--- src/rtl/window_seq_pkg.sv ---
// Shared types and helpers for the convolution window sequencer.
package window_seq_pkg;

  typedef enum logic [2:0] {
    ST_IDLE,
    ST_CLEAR,
    ST_RUN,
    ST_DRAIN,
    ST_DONE
  } state_e;

  // Counter width for a dimension: $clog2(n), never narrower than one bit.
  function automatic int unsigned cnt_width(input int unsigned n);
    return (n <= 2) ? 32'd1 : 32'($clog2(n));
  endfunction

  // Number of KxK windows produced by one WxH frame.
  function automatic int unsigned windows_per_frame(input int unsigned w,
                                                    input int unsigned h,
                                                    input int unsigned k);
    return (h - k + 1) * (w - k + 1);
  endfunction

endpackage

--- src/rtl/raster_counter.sv ---
// Column/row position counter for a raster scan; holds at the last pixel.
module raster_counter
  import window_seq_pkg::*;
#(
  parameter int unsigned Width  = 28,
  parameter int unsigned Height = 28
) (
  input  logic                         clk_i,
  input  logic                         rst_i,
  input  logic                         clr_i,
  input  logic                         inc_i,
  output logic [cnt_width(Width)-1:0]  col_o,
  output logic [cnt_width(Height)-1:0] row_o,
  output logic                         col_wrap_c_o,
  output logic                         row_last_c_o
);

  localparam int unsigned ColW = cnt_width(Width);
  localparam int unsigned RowW = cnt_width(Height);

  logic [ColW-1:0] r_col;
  logic [RowW-1:0] r_row;

  assign col_wrap_c_o = (r_col == ColW'(Width - 1));
  assign row_last_c_o = (r_row == RowW'(Height - 1));
  assign col_o        = r_col;
  assign row_o        = r_row;

  // Advance column, wrap into next row; frame end leaves the position held.
  always_ff @(posedge clk_i or posedge rst_i) begin
    if (rst_i) begin
      r_col <= '0;
      r_row <= '0;
    end else if (clr_i) begin
      r_col <= '0;
      r_row <= '0;
    end else if (inc_i) begin
      if (col_wrap_c_o) begin
        if (!row_last_c_o) begin
          r_col <= '0;
          r_row <= r_row + 1'b1;
        end
      end else begin
        r_col <= r_col + 1'b1;
      end
    end
  end

endmodule

--- src/rtl/window_sequencer.sv ---
// Line-buffer controller: gates shifts, tracks position, flags KxK windows.
module window_sequencer
  import window_seq_pkg::*;
#(
  parameter int unsigned ImgWidth   = 28,
  parameter int unsigned ImgHeight  = 28,
  parameter int unsigned KernelSize = 3
) (
  input  logic                            clk_i,
  input  logic                            rst_i,
  input  logic                            start_i,
  input  logic                            pix_valid_i,
  output logic                            pix_ready_o,
  output logic                            shift_en_o,
  output logic                            lb_clr_o,
  output logic                            win_valid_o,
  input  logic                            win_ready_i,
  output logic [cnt_width(ImgHeight)-1:0] win_row_o,
  output logic [cnt_width(ImgWidth)-1:0]  win_col_o,
  output logic                            busy_o,
  output logic                            done_o
);

  localparam int unsigned ColW = cnt_width(ImgWidth);
  localparam int unsigned RowW = cnt_width(ImgHeight);

  state_e          r_state;
  state_e          w_state_d;
  logic            w_pix_ready;
  logic            w_accept;
  logic            w_win_hs;
  logic            w_win_set;
  logic [ColW-1:0] w_col;
  logic [RowW-1:0] w_row;
  logic            w_col_wrap;
  logic            w_row_last;

  logic            r_lb_clr;
  logic            r_win_valid;
  logic [RowW-1:0] r_win_row;
  logic [ColW-1:0] r_win_col;
  logic            r_busy;
  logic            r_done;

  raster_counter #(
    .Width  (ImgWidth),
    .Height (ImgHeight)
  ) u_raster_counter (
    .clk_i        (clk_i),
    .rst_i        (rst_i),
    .clr_i        (r_state == ST_CLEAR),
    .inc_i        (w_accept),
    .col_o        (w_col),
    .row_o        (w_row),
    .col_wrap_c_o (w_col_wrap),
    .row_last_c_o (w_row_last)
  );

  // State register.
  always_ff @(posedge clk_i or posedge rst_i) begin
    if (rst_i) begin
      r_state <= ST_IDLE;
    end else begin
      r_state <= w_state_d;
    end
  end

  // Next state plus pixel/window handshake decode.
  always_comb begin
    w_state_d   = r_state;
    w_pix_ready = 1'b0;
    w_accept    = 1'b0;
    w_win_hs    = r_win_valid & win_ready_i;
    w_win_set   = 1'b0;
    // A pending window must not be disturbed by a shift.
    if (r_state == ST_RUN) begin
      w_pix_ready = !(r_win_valid && !win_ready_i);
    end
    w_accept  = pix_valid_i & w_pix_ready;
    w_win_set = w_accept && (w_row >= RowW'(KernelSize - 1))
                         && (w_col >= ColW'(KernelSize - 1));
    case (r_state)
      ST_IDLE:  if (start_i) w_state_d = ST_CLEAR;
      ST_CLEAR: w_state_d = ST_RUN;
      ST_RUN:   if (w_accept && w_col_wrap && w_row_last) w_state_d = ST_DRAIN;
      ST_DRAIN: if (w_win_hs) w_state_d = ST_DONE;
      ST_DONE:  w_state_d = ST_IDLE;
      default:  w_state_d = ST_IDLE;
    endcase
  end

  // Status outputs registered from the next state.
  always_ff @(posedge clk_i or posedge rst_i) begin
    if (rst_i) begin
      r_lb_clr <= 1'b0;
      r_busy   <= 1'b0;
      r_done   <= 1'b0;
    end else begin
      r_lb_clr <= (w_state_d == ST_CLEAR);
      r_busy   <= (w_state_d == ST_CLEAR) || (w_state_d == ST_RUN) ||
                  (w_state_d == ST_DRAIN);
      r_done   <= (w_state_d == ST_DONE);
    end
  end

  // Window flag and top-left coordinates; a new window beats a handshake.
  always_ff @(posedge clk_i or posedge rst_i) begin
    if (rst_i) begin
      r_win_valid <= 1'b0;
      r_win_row   <= '0;
      r_win_col   <= '0;
    end else if (w_win_set) begin
      r_win_valid <= 1'b1;
      r_win_row   <= w_row - RowW'(KernelSize - 1);
      r_win_col   <= w_col - ColW'(KernelSize - 1);
    end else if (w_win_hs) begin
      r_win_valid <= 1'b0;
    end
  end

  assign pix_ready_o = w_pix_ready;
  assign shift_en_o  = w_accept;
  assign lb_clr_o    = r_lb_clr;
  assign win_valid_o = r_win_valid;
  assign win_row_o   = r_win_row;
  assign win_col_o   = r_win_col;
  assign busy_o      = r_busy;
  assign done_o      = r_done;

endmodule

--- config.mk ---
export PLATFORM = sky130hd
export DESIGN_NAME = window_sequencer
export DESIGN_NICKNAME = d
export VERILOG_FILES = /design/src/rtl/window_seq_pkg.sv /design/src/rtl/raster_counter.sv /design/src/rtl/window_sequencer.sv
export SDC_FILE = /design/constraint.sdc
export NUM_CORES = 1
export LEC_CHECK = 0
export ABC_AREA = 1
export BUFFER_PORTS_ARGS = -buffer_cell sky130_fd_sc_hd__buf_2
export CORE_MARGIN = 1
export CORE_UTILIZATION = 55
export CTS_BUF_LIST = sky130_fd_sc_hd__clkbuf_8 sky130_fd_sc_hd__clkbuf_16
export CTS_CLUSTER_DIAMETER = 100
export DETAILED_ROUTE_END_ITERATION = 12
export HOLD_SLACK_MARGIN = 0.05
export PLACE_DENSITY_LB_ADDON = 0.25
export SETUP_SLACK_MARGIN = 0.3
export SLEW_MARGIN = 20
export SYNTH_ARGS = -nofsm -noshare
export SYNTH_HDL_FRONTEND = slang
export SYNTH_HIERARCHICAL = 1
export SYNTH_SLANG_ARGS = --single-unit
--- constraint.sdc ---
create_clock -name clk_i -period 3.84 [get_ports clk_i]
set_clock_uncertainty 0.05 [all_clocks]
set_input_delay 0.768 -clock clk_i [delete_from_list [all_inputs] [get_ports clk_i]]
set_output_delay 0.768 -clock clk_i [all_outputs]
set_load 0.05 [all_outputs]
==> impl_metrics.json <==
{
  "detail-route-antenna-nets": 0,
  "clock_latency_ns": 0.27,
  "final_cell_mix": "nand2_1 (60), inv_1 (37), dfrtp_1 (27)",
  "rrSetupSlack_ns": 1.99,
  "p_clk_frac": 0.193,
  "fin_crit_sh": 0.653,
  "via_per_inst": 4.88,
  "portBuffers": 20,
  "cp.arrival_ns": 1.69,
  "setup_ws_ns": 1.33,
  "grt-ovfl-total": 0,
  "power_mw": 0.809,
  "finalSetupViolCount": 0,
  "p_int_mw": 0.487,
  "first_pass_iters": 4,
  "wl_per_cell_um": 10.7,
  "busiest_layer": "met2",
  "hold_path.class": "input pin to asynchronous set/reset pin",
  "drcViolationCount": 0,
  "syn_to_final_growth_pct": 7.17,
  "worst_setup_path_start_kind": "input pin",
  "grt_usage": 0.203,
  "pre_cts_slack_ns": 1.33,
  "grt_max_degree": 18,
  "drv_slew": 0,
  "power.density_nw_per_um2": 420,
  "yosysTopAreaCell": "dfrtp_1",
  "die_h_um": 59.2,
  "grt_pass1_vias": 1265,
  "num_antenna_cells": 0,
  "final_common_cell": "nand2_1",
  "layout.cells.non_filler": 291,
  "synth_cells": 230,
  "fmax_mhz": 399,
  "seqPwrFrac": 0.468,
  "comb_power_share": 0.339,
  "clk_pin_slew_ns": 0.09,
  "yosys_warnings": 6,
  "synth_cell_types": 27,
  "dieWidth_um": 59.2,
  "required_ns": 3.02,
  "core_sq_um": 3080,
  "synth_area_leaders": "dfrtp_1 (38%), nand2_1 (13%), inv_1 (7.5%)",
  "cts_sinks": 27,
  "syn_nets": 239,
  "fin_crit_ns": 2.51,
  "status": "complete, no violations",
  "synth_area_sq_um": 1800,
  "drive_gt1_frac": 0.243,
  "synth_top_area_share": 0.376,
  "criticalPathCategory": "input pin to output pin",
  "switching_share": 0.399,
  "grtUsageMet3": 0.0262,
  "grt_pass1_wl_um": 5440,
  "synth-async-reset-ratio": 1.00,
  "cts_buffers": 3,
  "placed_cells": 287,
  "ys.flop_type": "dfrtp_1",
  "die_area_sq_um": 3500,
  "synth_seq_cells": 27,
  "use_met2": 0.344,
  "cap_violations": 0,
  "whs_ns": 0.446,
  "syn_avg_cell_area_sq_um": 7.82,
  "start_util": 0.584,
  "ctsRootBufferMaster": "clkbuf_8",
  "postCtsHoldBufs": 0,
  "design_area_sq_um": 1930,
  "place_congestion": 0.833,
  "met1_usage": 0.267,
  "p_switching_mw": 0.323,
  "antenna_found_initial": 0,
  "io_pins": 21,
  "clockBufferDepth": 2,
  "finalWirelength_um": 3110,
  "cp-end-kind": "output pin",
  "h-tree-depth": 1,
  "cts_setup_buffers": 0,
  "cts_tree": "built",
  "drt_iter0_drc": 55,
  "hold_viol_final": 0,
  "worst_pin_slew_ns": 0.643,
  "grt_setup_unrepaired": "no",
  "cts_repair_resize_count": 0,
  "synth_edf_count": 0,
  "post_dp_cell_area_sq_um": 1880,
  "tns_ns": 0,
  "vias": 1420,
  "nNetsFinal": 257,
  "final_core_util": 0.626,
  "num_rows": 20,
  "relSlewSlack": 0.571,
  "synth_seq_area_share": 0.376,
  "worst-path-max-fanout": 13,
  "vdd_ir_drop_max_uv": 436,
  "post-dp-hpwl_um": 2350,
  "p_leak_nw": 1.04
}
## synth_stat cells (3+ instances only)
cell type   n
dfrtp_1    27
nor2_1     17
nand2_2     7
nand2_4     3
buf_6       5
o21bai_2    9
inv_2       7
nand3_1    12
nand2_1    60
inv_1      36
nor2_4      5
ha_1        4
nand4_1    17
## path summary, 6_finish.rpt
check | endpoint | cells after the start | start
worst max-delay path | shift_en_o | 6 | win_ready_i
worst min-delay path | u_raster_counter/col_o[3] | 2 | rst_i
worst max register to register | win_col_o[1] | 8 | u_raster_counter/row_o[2]
worst min register to register | u_raster_counter/row_o[1] | 2 | u_raster_counter/row_o[1]
max in group asynchronous | win_row_o[3] | 2 | rst_i
min in group clk_i | u_raster_counter/row_o[1] | 2 | u_raster_counter/row_o[1]
## worst max-delay path: stages
cell and delay, ns:
buf_2 0.10, inv_1 0.04, nand2_1 0.09, nand3_2 0.11, nor2_4 0.25, buf_2 0.32
## layout make-up
type | instances | area, sq um
Clock buffer | 3 | 41.3
Clock inverter | 1 | 3.75
Fill cell | 294 | 1150
Inverter | 44 | 165
Multi-Input combinational cell | 152 | 886
Sequential cell | 27 | 676
Tap cell | 44 | 55.1
Timing Repair Buffer | 20 | 100
## state kept, by name (all words and copies together), names as in the netlist
name                    count
busy_o                      1
done_o                      1
lb_clr_o                    1
r_state                     3
u_raster_counter/col_o      5
u_raster_counter/row_o      5
win_col_o                   5
win_row_o                   5
win_valid_o                 1
## cells by family (layout without fill, tap and decap cells)
family | after synthesis | after routing | share of synthesized area
xor+xnor | 3 | 3 | 0.0146
flops | 27 | 27 | 0.376
compound gates | 15 | 15 | 0.0758
fa+ha+maj | 4 | 4 | 0.0278
buf+inv | 51 | 68 | 0.132
simple gates | 130 | 130 | 0.374
## power by group through the flow
stage | sequential [mW] | clock, mW | combinational [mW]
2_1_floorplan | 0.398 | 0 | 0.232
3_3_place_gp | 0.381 | 0 | 0.267
3_5_place_dp | 0.383 | 0 | 0.275
4_1_cts | 0.378 | 0.168 | 0.277
5_1_grt | 0.385 | 0.174 | 0.312
6_report | 0.379 | 0.156 | 0.274
## layer usage
metal	vias to the layer above	part of all wire
li1	750	-
met1	641	0.51
met2	24	0.46
met3	5	0.022
met4	0	0.014
met5	-	0
No activity file was read; power rests on OpenSTA's default activity.
